### config.mk
export PLATFORM = sky130hd
export DESIGN_NAME = jtcps1_cab_inputs
export DESIGN_NICKNAME = d
export VERILOG_FILES = /design/src/rtl/jtcps1_cab_pkg.sv /design/src/rtl/jtcps1_dbnc_bit.sv /design/src/rtl/jtcps1_cab_inputs.sv
export SDC_FILE = /design/constraint.sdc
export NUM_CORES = 1
export LEC_CHECK = 0
export CORE_ASPECT_RATIO = 1.75
export CORE_MARGIN = 10
export CORE_UTILIZATION = 45
export CTS_CLUSTER_DIAMETER = 60
export DETAILED_ROUTE_END_ITERATION = 16
export PLACE_DENSITY_LB_ADDON = 0.15
export SYNTH_ARGS = -nofsm -noshare
export SYNTH_HDL_FRONTEND = slang
export SYNTH_SLANG_ARGS = --single-unit
export TNS_END_PERCENT = 50
### constraint.sdc
create_clock -name clk -period 2.4 [get_ports clk]
set_clock_uncertainty 0.15 [all_clocks]
set_input_delay 0.36 -clock clk [delete_from_list [all_inputs] [get_ports clk]]
set_output_delay 0.36 -clock clk [all_outputs]
set_load 0.01 [all_outputs]
### src/rtl/jtcps1_cab_pkg.sv
// Shared constants and types for the CPS1 cabinet input conditioner.
package jtcps1_cab_pkg;

    localparam int unsigned TOTAL_BITS  = 48;
    localparam int unsigned JOY_BITS    = 10;
    localparam int unsigned NUM_PLAYERS = 4;
    localparam int unsigned START_BASE  = 0;
    localparam int unsigned COIN_BASE   = 4;
    localparam int unsigned JOY_BASE    = 8;
    localparam int unsigned BTN1_IDX    = 4;
    localparam int unsigned FRAME_W     = 4;

    typedef enum logic [1:0] {
        COIN_IDLE    = 2'd0,
        COIN_HOLD    = 2'd1,
        COIN_WAITREL = 2'd2
    } coin_state_t;

    // Button 1 is active low on the cabinet
    function automatic logic btn1_pressed(input logic [JOY_BITS-1:0] joy);
        return ~joy[BTN1_IDX];
    endfunction

endpackage

### src/rtl/jtcps1_dbnc_bit.sv
// One cabinet bit: 2-FF synchroniser followed by a tick-based debouncer.
module jtcps1_dbnc_bit #(
    parameter int unsigned DBNC_CNT = 3
)(
    input  logic clk,
    input  logic rst,
    input  logic raw,
    input  logic dtick,
    output logic db
);

    logic [1:0] sync;
    logic [2:0] cnt;

    // Accept a change only after it persists for DBNC_CNT consecutive ticks
    always_ff @(posedge clk) begin
        if (rst) begin
            sync <= 2'b11;
            cnt  <= '0;
            db   <= 1'b1;
        end else begin
            sync <= {sync[0], raw};
            if (dtick) begin
                if (sync[1] != db) begin
                    if (cnt + 3'd1 == 3'(DBNC_CNT)) begin
                        db  <= sync[1];
                        cnt <= '0;
                    end else begin
                        cnt <= cnt + 3'd1;
                    end
                end else begin
                    cnt <= '0;
                end
            end
        end
    end

endmodule

### src/rtl/jtcps1_cab_inputs.sv
// Cabinet input conditioner: sync + debounce all raw bits, sample once per
// frame at vblank start, stretch coin strobes. Per-player autofire on
// button 1 is compiled in with the JTCPS1_AUTOFIRE_EN macro.
module jtcps1_cab_inputs
    import jtcps1_cab_pkg::*;
#(
    parameter int unsigned DBNC_DIV    = 48000,
    parameter int unsigned DBNC_CNT    = 3,
    parameter int unsigned COIN_FRAMES = 3,
    parameter int unsigned AF_FRAMES   = 4
)(
    input  logic                    clk,
    input  logic                    rst,
    input  logic                    LVBL,
    input  logic [NUM_PLAYERS-1:0]  start_raw,
    input  logic [NUM_PLAYERS-1:0]  coin_raw,
    input  logic [JOY_BITS-1:0]     joy1_raw,
    input  logic [JOY_BITS-1:0]     joy2_raw,
    input  logic [JOY_BITS-1:0]     joy3_raw,
    input  logic [JOY_BITS-1:0]     joy4_raw,
    input  logic [NUM_PLAYERS-1:0]  af_en,
    output logic [NUM_PLAYERS-1:0]  start_button,
    output logic [NUM_PLAYERS-1:0]  coin_input,
    output logic [JOY_BITS-1:0]     joystick1,
    output logic [JOY_BITS-1:0]     joystick2,
    output logic [JOY_BITS-1:0]     joystick3,
    output logic [JOY_BITS-1:0]     joystick4,
    output logic                    frame_tick
);

    localparam int unsigned DIV_W = (DBNC_DIV > 1) ? $clog2(DBNC_DIV) : 1;

    logic [DIV_W-1:0]      pre_cnt;
    logic                  dtick_c;
    logic                  lvbl_q;
    logic [TOTAL_BITS-1:0] raw_all;
    logic [TOTAL_BITS-1:0] db;
    logic [NUM_PLAYERS-1:0][JOY_BITS-1:0] joy_db;
    logic [NUM_PLAYERS-1:0][JOY_BITS-1:0] joy_load_c;

    assign dtick_c = (pre_cnt == DIV_W'(DBNC_DIV - 1));
    assign raw_all = {joy4_raw, joy3_raw, joy2_raw, joy1_raw, coin_raw, start_raw};
    assign joy_db  = db[TOTAL_BITS-1:JOY_BASE];

    // Debounce tick prescaler
    always_ff @(posedge clk) begin
        if (rst)          pre_cnt <= '0;
        else if (dtick_c) pre_cnt <= '0;
        else              pre_cnt <= pre_cnt + DIV_W'(1);
    end

    for (genvar i = 0; i < TOTAL_BITS; i++) begin : g_dbnc
        jtcps1_dbnc_bit #(.DBNC_CNT(DBNC_CNT)) u_bit (
            .clk   (clk),
            .rst   (rst),
            .raw   (raw_all[i]),
            .dtick (dtick_c),
            .db    (db[i])
        );
    end

    // Vblank start detection, one-cycle pulse
    always_ff @(posedge clk) begin
        if (rst) begin
            lvbl_q     <= 1'b0;
            frame_tick <= 1'b0;
        end else begin
            lvbl_q     <= LVBL;
            frame_tick <= lvbl_q & ~LVBL;
        end
    end

`ifdef JTCPS1_AUTOFIRE_EN
    for (genvar p = 0; p < NUM_PLAYERS; p++) begin : g_af
        logic               active;
        logic               phase;
        logic [FRAME_W-1:0] cnt;
        logic               fire_c;
        logic               wrap_c;
        logic [JOY_BITS-1:0] load_c;

        assign fire_c = af_en[p] && btn1_pressed(joy_db[p]);
        assign wrap_c = (cnt == FRAME_W'(AF_FRAMES));
        assign joy_load_c[p] = load_c;

        // Button 1 toggles every AF_FRAMES frames, starting pressed
        always_comb begin
            load_c = joy_db[p];
            if (fire_c) load_c[BTN1_IDX] = active ? (wrap_c ? ~phase : phase) : 1'b0;
        end

        // Autofire phase advances once per frame while held
        always_ff @(posedge clk) begin
            if (rst) begin
                active <= 1'b0;
                phase  <= 1'b0;
                cnt    <= '0;
            end else if (frame_tick) begin
                if (fire_c) begin
                    if (!active) begin
                        active <= 1'b1;
                        phase  <= 1'b0;
                        cnt    <= FRAME_W'(1);
                    end else if (wrap_c) begin
                        phase <= ~phase;
                        cnt   <= FRAME_W'(1);
                    end else begin
                        cnt <= cnt + FRAME_W'(1);
                    end
                end else begin
                    active <= 1'b0;
                    phase  <= 1'b0;
                    cnt    <= '0;
                end
            end
        end
    end
`else
    logic af_unused;
    assign af_unused  = ^{af_en, FRAME_W'(AF_FRAMES)};
    assign joy_load_c = joy_db;
`endif

    // Frame-aligned output sampling; frozen between vblanks
    always_ff @(posedge clk) begin
        if (rst) begin
            start_button <= '1;
            joystick1    <= '1;
            joystick2    <= '1;
            joystick3    <= '1;
            joystick4    <= '1;
        end else if (frame_tick) begin
            start_button <= db[START_BASE +: NUM_PLAYERS];
            joystick1    <= joy_load_c[0];
            joystick2    <= joy_load_c[1];
            joystick3    <= joy_load_c[2];
            joystick4    <= joy_load_c[3];
        end
    end

    for (genvar c = 0; c < NUM_PLAYERS; c++) begin : g_coin
        coin_state_t        state, state_n;
        logic [FRAME_W-1:0] cnt, cnt_n;
        logic               coin_q, coin_n;

        assign coin_input[c] = coin_q;

        // Coin FSM state register
        always_ff @(posedge clk) begin
            if (rst) begin
                state  <= COIN_IDLE;
                cnt    <= '0;
                coin_q <= 1'b1;
            end else begin
                state  <= state_n;
                cnt    <= cnt_n;
                coin_q <= coin_n;
            end
        end

        // One COIN_FRAMES-long low pulse per insertion, re-armed on release
        always_comb begin
            state_n = state;
            cnt_n   = cnt;
            coin_n  = coin_q;
            if (frame_tick) begin
                case (state)
                    COIN_IDLE: begin
                        if (!db[COIN_BASE + c]) begin
                            state_n = COIN_HOLD;
                            cnt_n   = FRAME_W'(1);
                            coin_n  = 1'b0;
                        end
                    end
                    COIN_HOLD: begin
                        if (cnt == FRAME_W'(COIN_FRAMES)) begin
                            state_n = COIN_WAITREL;
                            cnt_n   = '0;
                            coin_n  = 1'b1;
                        end else begin
                            cnt_n = cnt + FRAME_W'(1);
                        end
                    end
                    COIN_WAITREL: begin
                        if (db[COIN_BASE + c]) state_n = COIN_IDLE;
                    end
                    default: begin
                        state_n = COIN_IDLE;
                        cnt_n   = '0;
                        coin_n  = 1'b1;
                    end
                endcase
            end
        end
    end

endmodule

* Word level (Yosys, flattened, before mapping) *
Cells that the tools add are included.
Widths: inputs -> output; s select.

word-level totals
  flip-flop bits (word level) = 378
  input port bits = 55
  output and inout bits = 49
  logic and storage cells = 545

operators by class
  add/subtract/negate cells = 53
  equality and inequality tests = 121
  muxes and demuxes = 136
  bitwise logic cells = 6
  reduce and logical (&&, ||, !) cells = 65

operator list
  cell                   count
  $mux 3                 96
  $reduce_and 3->1       52
  $add 3x1->3 const B    48
  $eq 3x2->1 const B     48
  $ne 1x1->1             48
  $pmux 4 s3             4
  $mux 4                 8
  $reduce_and 4->1       8
  $mux 2                 12
  $pmux 2 s3             4
  $add 16x1->16 const B  1
  $add 4x1->4 const B    4
  $eq 16x16->1 const B   1
  $eq 4x2->1 const B     4
  $ne 2x2->1 const B     8
  $pmux 1 s3             4
  $eq 2x1->1 const B     4
  $eq 2x2->1 const B     4
  $logic_not 2->1        4
  $mux 1                 8
  $ne 2x1->1 const B     4
  $not 1->1              5
  $reduce_or 2->1        1
  $and 1x1->1            1

* Depth between registers and ports, before layout *
Gate-level depths: netlist of run 1.

  depth after elaboration = 4
  gate-level depth with buffers = 9
  gate-level depth less buffers = 5

* Cells and area by module *
Synthesis of run 1 repeated with hierarchy kept, for this count alone.

second synthesis, totals
  cell total of the unflattened synthesis = 1709
  area, all modules = 17081.4 um2

by module, submodules not included
  module             times used  cells each  area each (um2)  sequential area each (um2)
  jtcps1_dbnc_bit    48          27          274.0            120.1
  jtcps1_cab_inputs  1           413         3928.8           1801.7

* Least setup slack after synthesis of run 1 *
Ideal clock, no wire load.

  path type = register -> register
  start = register pre_cnt[0]
  end = register g_dbnc[15].u_bit.cnt[2]
  library setup time = 122 ps
  data arrival time = 2223 ps
  required time = 2128 ps
  slack = -95 ps
  cell stages (with the launch flop) = 8
  buffers on the path = 3
  clock period less this slack = 2495 ps
  cell sequence = dfxtp_1 ha_1 nand4_4 or4_4 buf_6 clkbuf_1 clkbuf_1 a311o_1

on the way
  cells in the longest elaborated chain, start to end = 1

RTL lines
  item                      line                     RTL
  start: declaration        jtcps1_cab_inputs.sv:33  logic [DIV_W-1:0] pre_cnt;
  start signal: assignment  jtcps1_cab_inputs.sv:49  else pre_cnt <= pre_cnt + DIV_W'(1);
  $eq 16x16->1              jtcps1_cab_inputs.sv:41  assign dtick_c = (pre_cnt == DIV_W'(DBNC_DIV - 1));
  end signal: assignment    jtcps1_dbnc_bit.sv:29    cnt <= cnt + 3'd1;
  end: declaration          jtcps1_dbnc_bit.sv:13    logic [2:0] cnt;

Every way passes these cells.
A chain may end at the register's enable or synchronous reset.

* Final worst setup path of run 1 *
  start = register pre_cnt[14]
  end = register g_dbnc[4].u_bit.cnt[1]

on the way
  cells in the longest elaborated chain, start to end = 1

RTL lines
  item                    line
  $eq 16x16->1            jtcps1_cab_inputs.sv:41
  end signal: assignment  jtcps1_dbnc_bit.sv:29
  end: declaration        jtcps1_dbnc_bit.sv:13

Every way passes these cells.

==> results of run 1 <==
## metal layers
layer / GRT usage [%] / vias to the layer above
met1: 17.1 / 6263
met2: 28.4 / 157
li1: - / 6579
met4: 5.36 / 0
met5: 0 / -
met3: 2.91 / 61
## cell type report
cell class / instances / area [um^2]
clock inverters: 8 / 101
fillers: 3306 / 16700
clock buffers: 55 / 1100
inverters: 57 / 216
multi-input cells: 1245 / 8600
well taps: 475 / 594
flip-flops and latches: 378 / 7580
repair buffers: 164 / 1810
## through the flow
stage / hold WS (ns) / util (%) / area [um^2]
floorplan: 0.239 / - / 16600
global placement: 0.243 / 50.0 / 18300
detailed placement: 0.244 / 50.0 / 18300
CTS: 0.0799 / 53.5 / 19600
global route: 0.113 / 54.6 / 20000
finish: 0.0914 / 54.6 / 20000
## state kept, by name, indices dropped and copies added (netlist names)
name               flops
g_coin.state           8
joystick3             10
g_dbnc.u_bit.db       48
frame_tick             1
joystick2             10
g_coin.coin_q          4
g_dbnc.u_bit.sync     96
joystick4             10
g_dbnc.u_bit.cnt     144
g_coin.cnt            16
pre_cnt               16
joystick1             10
lvbl_q                 1
start_button           4
## cell families after synthesis
kind of cell / after synthesis / synth area share, %
buffers and inverters: 168 / 4.07
AOI/OAI and AO/OA: 302 / 12.0
xor gates and xnor gates: 63 / 3.32
DFF: 378 / 45.6
adders and majority gates: 101 / 7.61
muxes: 48 / 2.90
and+or+nand+nor: 731 / 24.5
## what timing repair did
| action | 4_1_cts | 5_1_grt |
|---|---|---|
| gates resized for setup | 3 | 56 |
| pin swaps | 1 | 27 |
| buffers inserted | 1 | 3 |
| cloned | 2 | 5 |
| endpoints found under the setup margin | 27 | 75 |
## path summary, 6_finish.rpt
path                                                 end  slack, ns  cells after the start
worst max register to register    g_dbnc[4].u_bit.cnt[1]      -0.04                      6
worst min register to register  g_dbnc[16].u_bit.sync[1]       0.26                      1
worst max-delay path              g_dbnc[4].u_bit.cnt[1]      -0.04                      6
worst min-delay path             g_dbnc[28].u_bit.cnt[0]       0.09                      2
## power groups by stage
stage | clock network [mW] | logic (mW) | registers, mW
finish | 5.81 | 0.450 | 6.40
global route | 6.23 | 0.496 | 6.41
CTS | 6.00 | 0.450 | 6.40
detailed placement | 0 | 0.449 | 6.54
global placement | 0 | 0.442 | 6.54
floorplan | 0 | 0.262 | 6.53
## placed cells by master, fill, tap and decap left out, types with 4 or more instances in the layout
cell type and count:
nor3b_1 5, ha_1 100, mux2i_1 47, nor3_1 51
nor4_1 44, clkinv_2 5, xnor2_1 61, buf_4 43
a21oi_1 93, nor2_1 90, or4_1 75, clkbuf_1 8
a211oi_1 50, a31oi_1 48, clkdlybuf4s50_1 98, nand2b_1 96
nand2_1 156, o21ai_0 24, or4_4 23, a2bb2oi_1 4
dfxtp_2 6, nor4_2 6, and3_1 48, dfxtp_1 371
or2_2 97, a311o_1 46, clkbuf_8 9, nand4b_1 7
nor2b_1 6, a21oi_2 21, nand3_1 12, clkbuf_16 42
inv_1 56, buf_12 12
==> results by group, run 1 <==
Global routing
  – Initial antenna violation count: 0
  – Grt total ovfl: 0
  – Global-route usage over all layers: 15.4%
  – First-pass GRT wire length: 59.8 mm
  – Vias in the first global route: 12836
  – Largest net degree at the start of global routing: 73

Pwr
  – Pwr Density: roughly 630 nW/um^2
  – Peak supply drop: 0.607 mV
  – LEAKAGE: 7.13 nW
  – Logic pwr share: between 3 and 4%
  – Clk pwr share: 45.9%
  – Pint: 9.96 mW
  – Sw Pwr: about 2.7 mW
  – Total power: around 13 mW
  – Switching Fraction: 21.3%
  – Sequential share of power: between 50% and 60%

Yosys
  – Synth Flop Type: dfxtp_1
  – Top-area cell type share of the netlist area: between 40% and 50%
  – Post-Synthesis Cells: about 1800
  – Largest cells by area after synthesis: dfxtp_1, ha_1, or4_1, or2_2, nand2b_1
  – Synthesized flop and latch total: approximately 380
  – Synth async-reset ratio: 0%
  – Synthesized cell area: approximately 17000 um^2
  – Yosys cell types: 51
  – Synth Warn #: 0
  – EDFF count, synth: 0
  – Cell taking the most area after synthesis: dfxtp_1
  – Syn_nets: ~2000
  – Avg Cell Area, Syn: roughly 9.3 um^2
  – Most common library cells after synthesis: dfxtp_1, nand2_1, a21oi_1
  – Most frequent cell after synthesis: dfxtp_1
  – Post-synthesis sequential area ratio: between 40% and 50%

Outcome
  – Failing checks: negative setup slack
  – Status: finished, violations left

STA
  – Setup slack after layout: -0.0369 ns
  – Time the worst path needs with I/O delays and setup: 2.44 ns
  – RSZ-0062 raised after global routing: yes
  – Least-Margin Pin Slew: 0.580 ns
  – Final Max Slew Viols: 0
  – Final hold vios: 0
  – TNS Setup: -0.361 ns
  – Setup-failing EPs final: 20
  – Final critical-path share of the clock period: 102%
  – F_max: 410 MHz
  – Rel. slew slack: 60.9%

Placed design
  – Routability cong.: 0.782
  – DPL Wire Length: between 20 and 25 mm
  – Placed Cells: 2308
  – Pre-CTS WS: -0.00141 ns
  – Port-buffer cells: 99

Floorplanning
  – Total core area: between 30000 and 40000 um^2
  – Initial Utilization: a little under half
  – Die Height: ~270 um
  – Die X: roughly 170 um
  – Io pins: ~100
  – Number of core rows: 93
  – Die area: approximately 45000 um^2

Critical path
  – Critical-path cell list: nand4bb_4 -> or4_4 -> buf_12 -> clkbuf_16 -> or4_4 -> a21oi_2
  – Signal arrival time at the worst endpoint: approximately 2.7 ns
  – Reg-to-Reg Start: pre_cnt[14]
  – CP Capture Type: flip-flop
  – Critical path class: reg -> reg
  – CP peak stage delay: between 0.6 and 0.7 ns
  – CP max FO: 8
  – CP top delay family: simple AND/OR/NAND/NOR gates
  – Critical path launch point: pre_cnt[14]
  – Most used cell, CP: or4_4
  – WP buf/inv: 2
  – CP required: about 2.7 ns
  – CP Launch Type: flip-flop
  – CP max stage cell: or4_4

Clock network
  – Clock slew at reported path FFs: 0.06 ns
  – Hold_buf cts: 0
  – Htree depth: 2
  – Inserted Clock Buffers: 37
  – Clk buf depth: 3
  – Clock Latency Late Sink: between 0.5 and 0.6 ns
  – Clk root buf: clkbuf_16
  – CTS tree: built
  – Clock sink total: ~380

Hold path
  – HP Class: in -> reg
  – Hold wc startpoint: rst

Routing
  – Via density: between 5 and 6
  – M1 WL: 15.1 mm
  – Highest Signal Layer: met4
  – Routed len/inst: around 15 um
  – Iter 0 DRT Violations: 461
  – Vias: ~13000
  – Post-DRT Antenna Nets: 0
  – Routed length on met3: between 1 and 1.5 mm
  – DRC errors left: 0
  – Metal2 WL: roughly 19 mm
  – Drt total wl: approximately 36 mm
  – TritonRoute pass-1 iters: 5

Final layout
  – Ant diodes: 0
  – Layout cell share with drive strength beyond 1: between 10% and 20%
  – Final std cells w/o fill: about 2400
  – Final net count: about 2000
  – Area grow syn2layout: 20.5%

Flow run
  – Max-cap viol count: 0
No activity file was read; power rests on OpenSTA's default activity.
==> run 2: changes to the inputs <==
--- a/config.mk
+++ b/config.mk
@@ -7,7 +7,7 @@
 export LEC_CHECK = 0
 export CORE_ASPECT_RATIO = 1.75
 export CORE_MARGIN = 10
-export CORE_UTILIZATION = 45
+export CORE_UTILIZATION = 53
 export CTS_CLUSTER_DIAMETER = 60
 export DETAILED_ROUTE_END_ITERATION = 16
 export PLACE_DENSITY_LB_ADDON = 0.15
==> run 2 against run 1 <==
  * The run still ends with negative setup slack left
  * Maximum frequency increased by 0.88%
  * Clock-buffer cell count fell by 3
  * Cell count decreased by 3.5%
  * Sequential cell count unchanged
  * Sequential power is essentially flat
  * Via count is 0.15% lower
  * Wire length rose by 0.24%
  * Global-route usage increased by 1.7 points
  * Critical endpoint is now g_dbnc[12].u_bit.cnt[0]
  * Largest cell class unchanged
==> results by group, run 2 (same netlist as run 1, synthesis figures left out) <==
Outcome
  – Status: finished, violations left
  – Failing checks: negative setup slack

STA
  – Time the worst path needs with I/O delays and setup: 2.42 ns (-0.0213 ns)
  – Setup-failing EPs final: 1 (-95%)
  – Final Max Slew Viols: 0 (unchanged)
  – RSZ-0062 raised after global routing: yes
  – Final hold vios: 0 (unchanged)
  – F_max: 414 MHz (+0.88%)
  – Setup slack after layout: -0.0156 ns (+0.0213 ns)
  – Final critical-path share of the clock period: 101% (-0.89 points)
  – Least-Margin Pin Slew: 0.586 ns (+0.00525 ns)
  – Min Hold Slack: 0.0576 ns (-0.0338 ns)
  – Rel. slew slack: 60.9% (about the same)

Floorplanning
  – Total core area: 30800 um^2 (-16%)
  – Die area: 39100 um^2 (-14%)
  – Die X: 154 um (-6.9%)
  – Die Height: 254 um (-7.3%)
  – Io pins: 104 (unchanged)
  – Initial Utilization: 53.8% (+8.5 points)
  – Number of core rows: 85 (-8.6%)

Routing
  – Iter 0 DRT Violations: 511 (+11%)
  – TritonRoute pass-1 iters: 5 (unchanged)
  – Via density: 5.67 (+3.5%)
  – DRC errors left: 0 (unchanged)
  – Drt total wl: 36.5 mm (+0.24%)
  – Post-DRT Antenna Nets: 0 (unchanged)
  – Routed len/inst: 15.9 um (+3.9%)
  – Vias: 13041 (-0.15%)

Global routing
  – Largest net degree at the start of global routing: 84 (+15%)
  – Initial antenna violation count: 0 (unchanged)
  – Global-route usage over all layers: 17.1% (+1.7 points)
  – Grt total ovfl: 0 (unchanged)
  – Vias in the first global route: 12672 (-1.3%)
  – First-pass GRT wire length: 58.4 mm (-2.4%)

Final layout
  – Multi-input logic area: 8720 um^2 (+1.4%)
  – Largest regs: g_dbnc.u_bit.cnt (144), g_dbnc.u_bit.sync (96), g_dbnc.u_bit.db (48)
  – Layout cell share with drive strength beyond 1: 16.8% (+1.8 points)
  – Area grow syn2layout: 20.2%
  – Reg with most FFs: g_dbnc.u_bit.cnt
  – Filler cell count: 2546 (-23%)
  – Ant diodes: 0 (unchanged)
  – Final core utilization: 64.7% (+10 points)
  – Commonest non-fill, non-tap cell in the layout: dfxtp_1
  – Commonest non-fill, non-tap cells in the layout: dfxtp_1, nand2_1, ha_1
  – Final net count: 2040 (+0.049%)
  – Sequential cell area: 7570 um^2 (about the same)
  – Final std cells w/o fill: 2298 (-3.5%)
  – Max FFs per register: 144 (unchanged)

Critical path
  – CP max stage cell: or4_4
  – CP peak stage delay: 0.56 ns (-0.10 ns)
  – Critical path launch point: pre_cnt[1]
  – Reg-to-reg slack, setup: -0.02 ns (+0.02 ns)
  – CP Launch Type: flip-flop
  – CP Capture Type: flip-flop
  – FF-to-FF End: g_dbnc[12].u_bit.cnt[0]
  – CP max FO: 32 (+24)
  – Signal arrival time at the worst endpoint: 2.72 ns (about the same)
  – Critical Path End: g_dbnc[12].u_bit.cnt[0]
  – CP required: 2.71 ns (about the same)
  – R2R cell count: 7 (+1)
  – Reg-to-Reg Start: pre_cnt[1]
  – Critical-path cell list: ha_4 -> nand4_4 -> or4_4 -> buf_6 -> buf_16 -> or4_1 -> a21oi_2
  – Critical path class: reg -> reg

Clock network
  – Clock Latency Late Sink: 0.53 ns (about the same)
  – Clk buf depth: 3 (unchanged)
  – Clock sink total: 378 (unchanged)
  – Inserted Clock Buffers: 36 (-2.7%)
  – CTS tree: built
  – Clk root buf: clkbuf_16
  – Hold_buf cts: 0 (unchanged)
  – Htree depth: 2 (unchanged)
  – Clock slew at reported path FFs: 0.06 ns (about the same)

Placed design
  – DPL Wire Length: 22.5 mm (-2.3%)
  – Port-buffer cells: 99 (unchanged)
  – Routability cong.: 0.788 (+0.77%)
  – Placed Cells: 2226 (-3.6%)

Flow run
  – Max-cap viol count: 0 (unchanged)

Pwr
  – Pwr Density: 632 nW/um^2 (-0.23%)
  – Peak supply drop: 0.623 mV (+2.6%)
  – LEAKAGE: 7.11 nW (-0.35%)

Hold path
  – HP Class: in -> reg
==> run 2: worst max-delay path, delay by kind of cell (launching register included) <==
| family | cells | cell delay (ns) |
|---|---|---|
| AND/OR/NAND/NOR | 3 | 1.21 |
| flip-flops | 1 | 0.35 |
| buffers and inverters | 2 | 0.32 |
| adder cells (fa/ha/maj) | 1 | 0.15 |
| AO/OA/AOI/OAI | 1 | 0.15 |
==> run 2: per-stage QoR <==
stage / setup TNS, ns / setup slack, ns / area, um^2 / power (mW)
floorplan: 0 / 0.0503 / 16600 / 6.79
global placement: 0 / 0.0246 / 18200 / 6.98
detailed placement: -0.0756 / -0.0235 / 18200 / 6.99
CTS: 0 / 0.0246 / 19400 / 12.7
global route: -2.55 / -0.0579 / 19900 / 13.0
finish: -0.0156 / -0.0156 / 19900 / 12.6
==> run 2: how the worst min path moves through the flow <==
stage	startpoint	endpoint	slack, ns	depth (start not counted)
after floorplan	g_dbnc[0].u_bit.sync[0]	g_dbnc[0].u_bit.sync[1]	0.24	1
after CTS	rst	g_dbnc[32].u_bit.cnt[0]	0.03	2
final	rst	g_dbnc[16].u_bit.cnt[0]	0.06	2
after detailed placement	g_dbnc[39].u_bit.sync[0]	g_dbnc[39].u_bit.sync[1]	0.24	1
after global routing	rst	g_dbnc[28].u_bit.cnt[0]	0.06	2
after global placement	g_dbnc[38].u_bit.sync[0]	g_dbnc[38].u_bit.sync[1]	0.24	1
==> run 2: metal layers <==
metal  track usage [%]  routed length [um]  vias to the layer above
met1              18.7               15300                     6292
met2              32.3               19300                      172
met5                 0                   0                        -
li1                  -                   -                     6534
met4              5.12                 656                        0
met3              3.23                1290                       43
==> run 2: repair_timing <==
action	in CTS	in global routing
resized for setup	0	95
pin swaps	1	62
cloned	0	4
buffers inserted	0	7
setup endpoints to repair	58	99
==> run 2: area by class of cell <==
cell class / instances / share of cell area (%)
clock inverters: 9 / 0.627
multi-input cells: 1245 / 43.7
inverters: 57 / 1.08
repair buffers: 166 / 8.90
flip-flops and latches: 378 / 38.0
clock buffers: 52 / 5.28
well taps: 391 / 2.45
==> run 2: power breakdown <==
group          switching (mW)  leakage [nW]  internal [mW]
Combinational           0.244          3.46          0.209
Sequential             0.0471          3.07           6.36
Clock                    2.38         0.574           3.36
==> run 3: changes to the inputs <==
--- a/config.mk
+++ b/config.mk
@@ -5,9 +5,11 @@
 export SDC_FILE = /design/constraint.sdc
 export NUM_CORES = 1
 export LEC_CHECK = 0
+export CELL_PAD_IN_SITES_DETAIL_PLACEMENT = 2
+export CELL_PAD_IN_SITES_GLOBAL_PLACEMENT = 2
 export CORE_ASPECT_RATIO = 1.75
 export CORE_MARGIN = 10
-export CORE_UTILIZATION = 53
+export CORE_UTILIZATION = 34
 export CTS_CLUSTER_DIAMETER = 60
 export DETAILED_ROUTE_END_ITERATION = 16
 export PLACE_DENSITY_LB_ADDON = 0.15
==> run 3 against run 2 <==
  * The run still ends with negative setup slack left
  * Worst hold slack improved by 0.068 ns
  * Worst setup slack got worse by 0.057 ns
  * Sequential power about the same
  * Register-to-register slack got worse by 0.06 ns
  * Wire length increased by 38%
  * Sequential cell count unchanged
  * Maximum frequency decreased by 2.3%
  * Clock-buffer cell count increased by 4
==> results by group, run 3 (same netlist as run 1, synthesis figures left out) <==
Outcome
  – Status: finished, violations left
  – Failing checks: negative setup slack

Pwr
  – Total power: 13.5 mW (+7.1%)
  – Logic pwr share: 3.7% (about the same)
  – Clk pwr share: 48.8% (+3.2 points)
  – Sequential share of power: 47.5% (-3.3 points)
  – Pwr Density: 634 nW/um^2 (+0.34%)
  – Sw Pwr: 3.01 mW (+13%)
  – Peak supply drop: 0.435 mV (-30%)
  – LEAKAGE: 7.54 nW (+6.1%)
  – Switching Fraction: 22.3% (+1.1 points)
  – Pint: 10.5 mW (+5.6%)

Global routing
  – Global-route usage over all layers: 16.3% (-0.82 points)
  – Largest net degree at the start of global routing: 75 (-11%)
  – Grt total ovfl: 0 (unchanged)
  – Initial antenna violation count: 0 (unchanged)
  – First-pass GRT wire length: 80.3 mm (+38%)
  – Vias in the first global route: 15740 (+24%)

Placed design
  – Port-buffer cells: 99 (unchanged)
  – Routability cong.: 0.730 (-7.4%)
  – DPL Wire Length: 30.2 mm (+34%)

STA
  – F_max: 404 MHz (-2.3%)
  – Setup slack after layout: -0.0723 ns (-0.0567 ns)
  – RSZ-0062 raised after global routing: yes
  – Final Max Slew Viols: 0 (unchanged)
  – Final hold vios: 0 (unchanged)
  – Setup-failing EPs final: 83 (+82)
  – Rel. slew slack: 47.0% (-14 points)
  – Final critical-path share of the clock period: 103% (+2.4 points)
  – Least-Margin Pin Slew: 0.788 ns (+0.203 ns)
  – Time the worst path needs with I/O delays and setup: 2.47 ns (+0.0567 ns)

Final layout
  – Filler cell count: 5214 (+100%)
  – Commonest non-fill, non-tap cell in the layout: dfxtp_1
  – Final net count: 2073 (+1.6%)
  – Reg with most FFs: g_dbnc.u_bit.cnt
  – Ant diodes: 0 (unchanged)
  – Commonest non-fill, non-tap cells in the layout: dfxtp_1, nand2_1, ha_1
  – Area grow syn2layout: 28.3%
  – Layout cell share with drive strength beyond 1: 22.7% (+5.9 points)
  – Largest regs: g_dbnc.u_bit.cnt (144), g_dbnc.u_bit.sync (96), g_dbnc.u_bit.db (48)
  – Max FFs per register: 144 (unchanged)
  – Final core utilization: 43.9% (-21 points)

Routing
  – Vias: 13793 (+5.8%)
  – DRC errors left: 0 (unchanged)
  – Post-DRT Antenna Nets: 0 (unchanged)
  – Drt total wl: 50.3 mm (+38%)
  – Iter 0 DRT Violations: 341 (-33%)
  – Via density: 5.30 (-6.6%)
  – TritonRoute pass-1 iters: 4 (-1)
  – Routed len/inst: 19.3 um (+22%)

Clock network
  – Clock sink total: 378 (unchanged)
  – Hold_buf cts: 0 (unchanged)
  – Inserted Clock Buffers: 39 (+8.3%)
  – Htree depth: 2 (unchanged)
  – Clk root buf: clkbuf_16
  – Clock Latency Late Sink: 0.55 ns (+0.02 ns)
  – Clock slew at reported path FFs: 0.07 ns (about the same)
  – Clk buf depth: 3 (unchanged)
  – CTS tree: built

Critical path
  – CP required: 2.74 ns (+0.03 ns)
  – CP Capture Type: flip-flop
  – CP Launch Type: flip-flop
  – Reg-to-reg slack, setup: -0.07 ns (-0.06 ns)
  – Signal arrival time at the worst endpoint: 2.81 ns (+0.09 ns)
  – Reg-to-Reg Start: pre_cnt[0]
  – R2R cell count: 7 (unchanged)
  – CP max FO: 11 (-66%)
  – Critical path class: reg -> reg
  – FF-to-FF End: g_dbnc[17].u_bit.cnt[0]

Hold path
  – HP Class: in -> reg
  – Hold wc startpoint: rst
  – WHS Path Cells: 2 (unchanged)
  – Worst Hold End: g_dbnc[38].u_bit.cnt[1]

Floorplanning
  – Initial Utilization: 34.2% (-20 points)
  – Die X: 187 um (+22%)
  – Io pins: 104 (unchanged)
  – Total core area: 48500 um^2 (+57%)
  – Die area: 58400 um^2 (+49%)
  – Die Height: 312 um (+23%)
  – Number of core rows: 107 (+26%)

Flow run
  – Max-cap viol count: 0 (unchanged)
-- run 3: changes by cell type in the layout (fill, tap and decap cells not counted), sizes merged --
cell	previous run	this run
clkinvlp	2	1
inv	56	59
clkinv	5	8
bufinv	3	4
buf	63	90
clkbuf	57	64
-- run 3: area by class of cell --
class                   instances  area, um^2  area share (%)
clock buffers                  56        1190            5.60
clock inverters                15         200           0.940
inverters                      57         216            1.02
multi-input cells            1245        9130            42.9
flip-flops and latches        378        7570            35.6
well taps                     654         818            3.84
repair buffers                196        2160            10.1
-- run 3: worst max path at each step --
stage | from | to | cells after the start
floorplan | pre_cnt[0] | g_dbnc[24].u_bit.cnt[1] | 7
global placement | pre_cnt[1] | g_dbnc[19].u_bit.cnt[1] | 6
detailed placement | pre_cnt[1] | g_dbnc[22].u_bit.cnt[1] | 6
CTS | pre_cnt[1] | g_dbnc[23].u_bit.cnt[0] | 7
global route | pre_cnt[0] | g_dbnc[0].u_bit.cnt[1] | 7
finish | pre_cnt[0] | g_dbnc[17].u_bit.cnt[0] | 7
-- run 3: layer usage --
metal	GRT usage [%]	routed length, um
met4	4.38	1200
met2	32.9	28300
met5	0	0
met1	16.8	19600
met3	2.20	1250
-- run 3: what timing repair did --
item                       4_1_cts  5_1_grt
pin swaps                       87       35
gates resized for setup         61      122
gates cloned                     6        8
setup buffers                    3        5
setup endpoints to repair       92      115
-- run 3: worst max-delay path, cell delays in order (launching register included) --
cell and delay [ns]:
dfxtp_2 0.36, ha_4 0.15, nand4_4 0.10, or4_4 0.59, buf_12 0.20, buf_16 0.17
or4_4 0.52, a21oi_2 0.16
-- run 3: power groups by stage --
stage	Combinational [mW]	Clock, mW	Sequential [mW]
3_5_place_dp	0.479	0	6.55
4_1_cts	0.489	6.82	6.41
2_1_floorplan	0.262	0	6.53
5_1_grt	0.555	7.04	6.41
6_report	0.502	6.59	6.41
3_3_place_gp	0.465	0	6.55
-- run 3: through the flow --
step	hold slack [ns]	worst slack [ns]	TNS [ns]	instances	area (um^2)
2_1_floorplan	0.239	0.0503	0	1791	16600
3_3_place_gp	0.241	0.0257	0	2508	18700
3_5_place_dp	0.248	-0.0630	-0.405	2508	18700
4_1_cts	0.113	-0.0377	-0.385	2588	20500
5_1_grt	0.147	-0.119	-7.77	2601	21300
6_report	0.126	-0.0723	-3.20	2601	21300
